--- config.mk ---
export PLATFORM = sky130hd
export DESIGN_NAME = instr_encoder_loader
export DESIGN_NICKNAME = d
export VERILOG_FILES = /design/src/rtl/instr_encoder_loader.sv
export SDC_FILE = /design/constraint.sdc
export NUM_CORES = 1
export LEC_CHECK = 0
export ABC_CLOCK_PERIOD_IN_PS = 3500
export CORE_AREA = 4 4 145 119
export CTS_CLUSTER_DIAMETER = 40
export DETAILED_ROUTE_END_ITERATION = 12
export DIE_AREA = 0 0 149 123
export PLACE_DENSITY = 0.67
export SYNTH_ARGS = -nofsm -noshare
export SYNTH_HDL_FRONTEND = slang
export SYNTH_SLANG_ARGS = --single-unit
--- constraint.sdc ---
create_clock -name clk -period 3.5 [get_ports clk]
set_input_delay 1.05 -clock clk [delete_from_list [all_inputs] [get_ports clk]]
set_output_delay 1.05 -clock clk [all_outputs]
set_load 0.05 [all_outputs]
--- src/rtl/instr_encoder_loader.sv ---
// instr_encoder_loader: encodes symbolic RV32I commands and writes them sequentially into instruction memory.
module instr_encoder_loader #(
  parameter logic [31:0] BASE_ADDR = 32'h0000_0000,
  parameter int          MEM_WORDS = 256
) (
  input  logic        clk,
  input  logic        nrst,
  input  logic        cmd_valid,
  output logic        cmd_ready,
  input  logic [3:0]  cmd_op,
  input  logic [4:0]  cmd_rd,
  input  logic [4:0]  cmd_rs1,
  input  logic [4:0]  cmd_rs2,
  input  logic [31:0] cmd_imm,
  input  logic        cmd_last,
  output logic        imem_we,
  output logic [31:0] imem_addr,
  output logic [31:0] imem_wdata,
  input  logic        imem_ack,
  output logic        done,
  output logic [2:0]  err,
  output logic [15:0] words_written
);
  localparam logic [1:0] IDLE = 2'd0;
  localparam logic [1:0] ENC  = 2'd1;
  localparam logic [1:0] WR   = 2'd2;
  logic [1:0]  state_q, state_d;
  logic [3:0]  op_q, op_d;
  logic [4:0]  rd_q, rd_d, rs1_q, rs1_d, rs2_q, rs2_d;
  logic [31:0] imm_q, imm_d, addr_q, addr_d, wdata_q, wdata_d, enc;
  logic        last_q, last_d, done_q, done_d;
  logic [2:0]  err_q, err_d;
  logic [15:0] cnt_q, cnt_d;
  logic        ill, rng, full, i_ok, b_ok, j_ok;
  assign cmd_ready     = state_q == IDLE;
  assign imem_we       = state_q == WR;
  assign imem_addr     = addr_q;
  assign imem_wdata    = wdata_q;
  assign done          = done_q;
  assign err           = err_q;
  assign words_written = cnt_q;
  // Immediate fits when all bits above the field's sign bit match it.
  assign i_ok = &imm_q[31:11] | ~|imm_q[31:11];
  assign b_ok = (&imm_q[31:12] | ~|imm_q[31:12]) & ~imm_q[0];
  assign j_ok = (&imm_q[31:20] | ~|imm_q[31:20]) & ~imm_q[0];
  assign full = cnt_q == 16'(MEM_WORDS);
  always_comb begin
    enc = 32'h0;
    ill = 1'b0;
    rng = 1'b0;
    case (op_q)
      4'd0: enc = {7'b0000000, rs2_q, rs1_q, 3'b000, rd_q, 7'b0110011};
      4'd1: enc = {7'b0100000, rs2_q, rs1_q, 3'b000, rd_q, 7'b0110011};
      4'd2: enc = {7'b0000000, rs2_q, rs1_q, 3'b111, rd_q, 7'b0110011};
      4'd3: enc = {7'b0000000, rs2_q, rs1_q, 3'b110, rd_q, 7'b0110011};
      4'd4: enc = {7'b0000000, rs2_q, rs1_q, 3'b100, rd_q, 7'b0110011};
      4'd5: enc = {7'b0000000, rs2_q, rs1_q, 3'b010, rd_q, 7'b0110011};
      4'd6: begin
        enc = {imm_q[11:0], rs1_q, 3'b000, rd_q, 7'b0010011};
        rng = ~i_ok;
      end
      4'd7, 4'd8: begin
        enc = {imm_q[12], imm_q[10:5], rs2_q, rs1_q, {2'b00, op_q == 4'd8}, imm_q[4:1], imm_q[11], 7'b1100011};
        rng = ~b_ok;
      end
      4'd9: begin
        enc = {imm_q[20], imm_q[10:1], imm_q[11], imm_q[19:12], rd_q, 7'b1101111};
        rng = ~j_ok;
      end
      4'd10: begin
        enc = {imm_q[11:0], rs1_q, 3'b000, rd_q, 7'b1100111};
        rng = ~i_ok;
      end
      4'd11: begin
        enc = {imm_q[11:0], rs1_q, 3'b010, rd_q, 7'b0000011};
        rng = ~i_ok;
      end
      4'd12: begin
        enc = {imm_q[11:5], rs2_q, rs1_q, 3'b010, imm_q[4:0], 7'b0100011};
        rng = ~i_ok;
      end
      default: ill = 1'b1;
    endcase
  end
  always_comb begin
    state_d = state_q;
    op_d    = op_q;
    rd_d    = rd_q;
    rs1_d   = rs1_q;
    rs2_d   = rs2_q;
    imm_d   = imm_q;
    last_d  = last_q;
    addr_d  = addr_q;
    wdata_d = wdata_q;
    cnt_d   = cnt_q;
    err_d   = err_q;
    done_d  = 1'b0;
    case (state_q)
      IDLE: if (cmd_valid) begin
        op_d    = cmd_op;
        rd_d    = cmd_rd;
        rs1_d   = cmd_rs1;
        rs2_d   = cmd_rs2;
        imm_d   = cmd_imm;
        last_d  = cmd_last;
        state_d = ENC;
      end
      ENC: if (ill | rng | full) begin
        err_d   = err_q | (ill ? 3'b001 : rng ? 3'b010 : 3'b100);
        done_d  = last_q;
        state_d = IDLE;
      end else begin
        wdata_d = enc;
        state_d = WR;
      end
      WR: if (imem_ack) begin
        addr_d  = last_q ? BASE_ADDR : addr_q + 32'd4;
        cnt_d   = last_q ? 16'd0 : cnt_q + 16'd1;
        done_d  = last_q;
        state_d = IDLE;
      end
      default: state_d = IDLE;
    endcase
  end
  always_ff @(posedge clk or negedge nrst) begin
    if (!nrst) begin
      state_q <= IDLE;
      op_q    <= 4'd0;
      rd_q    <= 5'd0;
      rs1_q   <= 5'd0;
      rs2_q   <= 5'd0;
      imm_q   <= 32'h0;
      last_q  <= 1'b0;
      addr_q  <= BASE_ADDR;
      wdata_q <= 32'h0;
      cnt_q   <= 16'd0;
      err_q   <= 3'b000;
      done_q  <= 1'b0;
    end else begin
      state_q <= state_d;
      op_q    <= op_d;
      rd_q    <= rd_d;
      rs1_q   <= rs1_d;
      rs2_q   <= rs2_d;
      imm_q   <= imm_d;
      last_q  <= last_d;
      addr_q  <= addr_d;
      wdata_q <= wdata_d;
      cnt_q   <= cnt_d;
      err_q   <= err_d;
      done_q  <= done_d;
    end
  end
endmodule

==> flow_summary.yaml <==
run_status:
  status: "finished, final reports clean"
final_layout:
  diodes: 0
  drive_gt1_share_pct: 17.2
  final_cell_mix: "clkdlybuf4s50_1, dfrtp_1, nor2_1"
  final_common_cell: "clkdlybuf4s50_1"
  fin_util_pct: 56.2
  area_growth_pct: 35.4
  design_area_um2: 8810
  nets: 786
  nFillCells: 1349
route:
  routed_wl_mm: 15.9
  vias: 4867
  drt_iter0_markers: 216
  drt.antenna.violating_nets: 0
  wl_met2_mm: 7.39
  avgViaCountPerCell: 5.11
  wl_met3_um: 765
  first_pass_iters: 4
  wire_per_inst_um: 16.7
  wl_met1_mm: 7.57
  drc: 0
  highest_layer: "met4"
logic_synthesis:
  synth_top_area_share_pct: 51.9
  synth_enable_flop_cells: 0
  ys_seq_area_share_pct: 51.9
  yosys.area.top_type: "dfrtp_1"
  ys.flop_type: "dfrtp_1"
  yosysWarnings: 0
  ys_ff_latch: 135
  synthArstFlopShare_pct: 100
  synth_area_per_cell_um2: 11.2
  synth_cells: 583
  yosysUniqueCellTypes: 49
  synth.area.top_cells: "dfrtp_1, mux2_2, mux2_4"
  netlist_area_um2: 6510
power_and_ir_drop:
  peakVddDrop_mv: 0.412
  p_leak_nw: 3.87
  power_density_nw_per_um2: 921
timing:
  final-setup-viol-count: 0
  setup-tns-final_ps: 0
  whs_ps: 471
  slew_headroom_pct: 53.6
  fin_skew_ps: 11.5
  setup_ws_ps: 409
  finalMaxSlewViolations: 0
  period_minus_slack_ps: 3090
  post-route-period-util_pct: 88.3
  rsz0062_at_grt: "no"
  timing.fmax_mhz: 323
  hold_viol_final: 0
  tightestPinTransition_ps: 695
run:
  maxCapViolations: 0
cts:
  path_clk_slew_ps: 60
  root_buffer: "clkbuf_16"
  cts_resized: 0
  clock-sinks: 135
  cts_made_buffers: 17
  cts_buffer_depth: 2
  postCtsSetupBuffers: 0
  cts_max_level: 4
  insertion_delay_ps: 420
  cts_tree: "done"
  hold_buffers: 0
placed_design:
  place_ws_ps: 527
  place_area_um2: 8140
  gp_congestion: 0.844
  dpl.hpwl_mm: 11.5
  port_buffers: 139
global_route:
  antenna_found_initial: 0
  grt_pass1_wl_mm: 25.7
  grt_use_total_pct: 17.9
  grt-ovfl-total: 0
  grt_pass1_vias: 4917
  grt_max_degree: 73
floorplan:
  die-height_um: 123
  die_w_um: 149
  start_util_pct: 41.5
  die_area_um2: 18300
  io_pins: 142
  core.rowCount: 41
  fp.coreArea_um2: 15700
worst_setup_path:
  path_class: "flip-flop to output port"
  r2r_cells: 7
  worst_ep_required_time_ps: 2450
  rr_startpoint: "op_q[3]"
  cpLargestDelayFamily: "buffers and inverters"
  end_kind: "output port"
  cp_cell_sequence: "inv_1, ha_1, clkdlybuf4s50_1"
  worstPathMaxFanout: 7
  worst_setup_path_start_kind: "flip-flop"
  path_depth: 3
  crit_buf_inv: 2
  rrSetupSlack_ps: 680
  reg2reg_to: "imem_wdata[25]"
  max_stage_delay_ps: 850
  arrival_ps: 2040
  cp-startpoint: "state_q[0]"
  worst_path_max_delay_cell: "clkdlybuf4s50_1"
  crit_path_end: "imem_we"
hold_path:
  holdCritPathClass: "flip-flop to flip-flop"
[logic make-up (layout without fill, tap and decap cells)]
family / after synthesis / after routing / synth area share, %
buf+inv: 43 / 196 / 3.00
other cells: 1 / 2 / 0.0576
flops: 135 / 135 / 51.9
xor+xnor: 39 / 39 / 5.25
simple gates: 201 / 201 / 15.4
mux: 84 / 84 / 15.7
fa+ha+maj: 6 / 6 / 1.15
compound gates: 74 / 74 / 7.53
[stage by stage]
| step | std cells | power, mW |
|---|---|---|
| final | 952 | 8.12 |
| after global routing | 952 | 8.57 |
| after CTS | 952 | 8.18 |
| after detailed placement | 920 | 6.11 |
| after global placement | 920 | 6.00 |
| after floorplan | 584 | 5.07 |
[cells in the mapped netlist, types with 7 or more instances]
cell type / count
a21oi_1: 12
a22oi_1: 12
and3_1: 9
buf_1: 7
clkbuf_1: 15
dfrtp_1: 135
inv_1: 15
mux2_2: 55
mux2_4: 23
nand2_1: 51
nand2b_1: 9
nand3_1: 20
nand4_1: 12
nor2_1: 56
nor3_1: 8
o21ai_0: 19
xnor2_1: 9
xor2_1: 30
[worst reg2reg max path, stage by stage (launching register included)]
cell and delay, ps:
dfrtp_1 690, and4b_1 300, o22ai_1 230, a22oi_1 140
o21ai_2 210, nand4b_4 580, buf_4 420, mux2i_1 130
[worst min-delay path by stage]
stage | cells past startpoint | start | slack [ps] | end
3_5_place_dp | 1 | err[1] | 460 | err[1]
2_1_floorplan | 1 | imm_q[5] | 480 | imm_q[5]
4_1_cts | 1 | err[0] | 470 | err[0]
6_report | 1 | err[0] | 470 | err[0]
5_1_grt | 1 | err[1] | 500 | err[1]
3_3_place_gp | 2 | err[2] | 450 | err[2]
[report_power, final]
part	switching, mW	internal (mW)
Clock	0.691	1.34
Sequential	0.513	2.09
Combinational	1.90	1.57
[flip-flops by register name, summed over array words and instances (netlist names)]
name / cells
done: 1
err: 3
imem_addr: 30
imem_wdata: 31
imm_q: 32
last_q: 1
op_q: 4
rd_q: 5
rs1_q: 5
rs2_q: 5
state_q: 2
words_written: 16
[cell type report]
cell class | instances | area [um2] | share of cell area, %
Sequential cell | 135 | 3380 | 38.3
Multi-Input combinational cell | 406 | 2940 | 33.4
Timing Repair Buffer | 149 | 1490 | 16.9
Clock buffer | 17 | 425 | 4.83
Tap cell | 215 | 269 | 3.05
Clock inverter | 15 | 250 | 2.84
Inverter | 15 | 56.3 | 0.639
[per-layer routing]
layer,GRT usage (%),vias to the layer above
li1,-,2334
met1,24.8,2413
met2,27.6,104
met3,4.51,16
met4,5.95,0
met5,0,-
No activity file was read; power rests on OpenSTA's default activity.
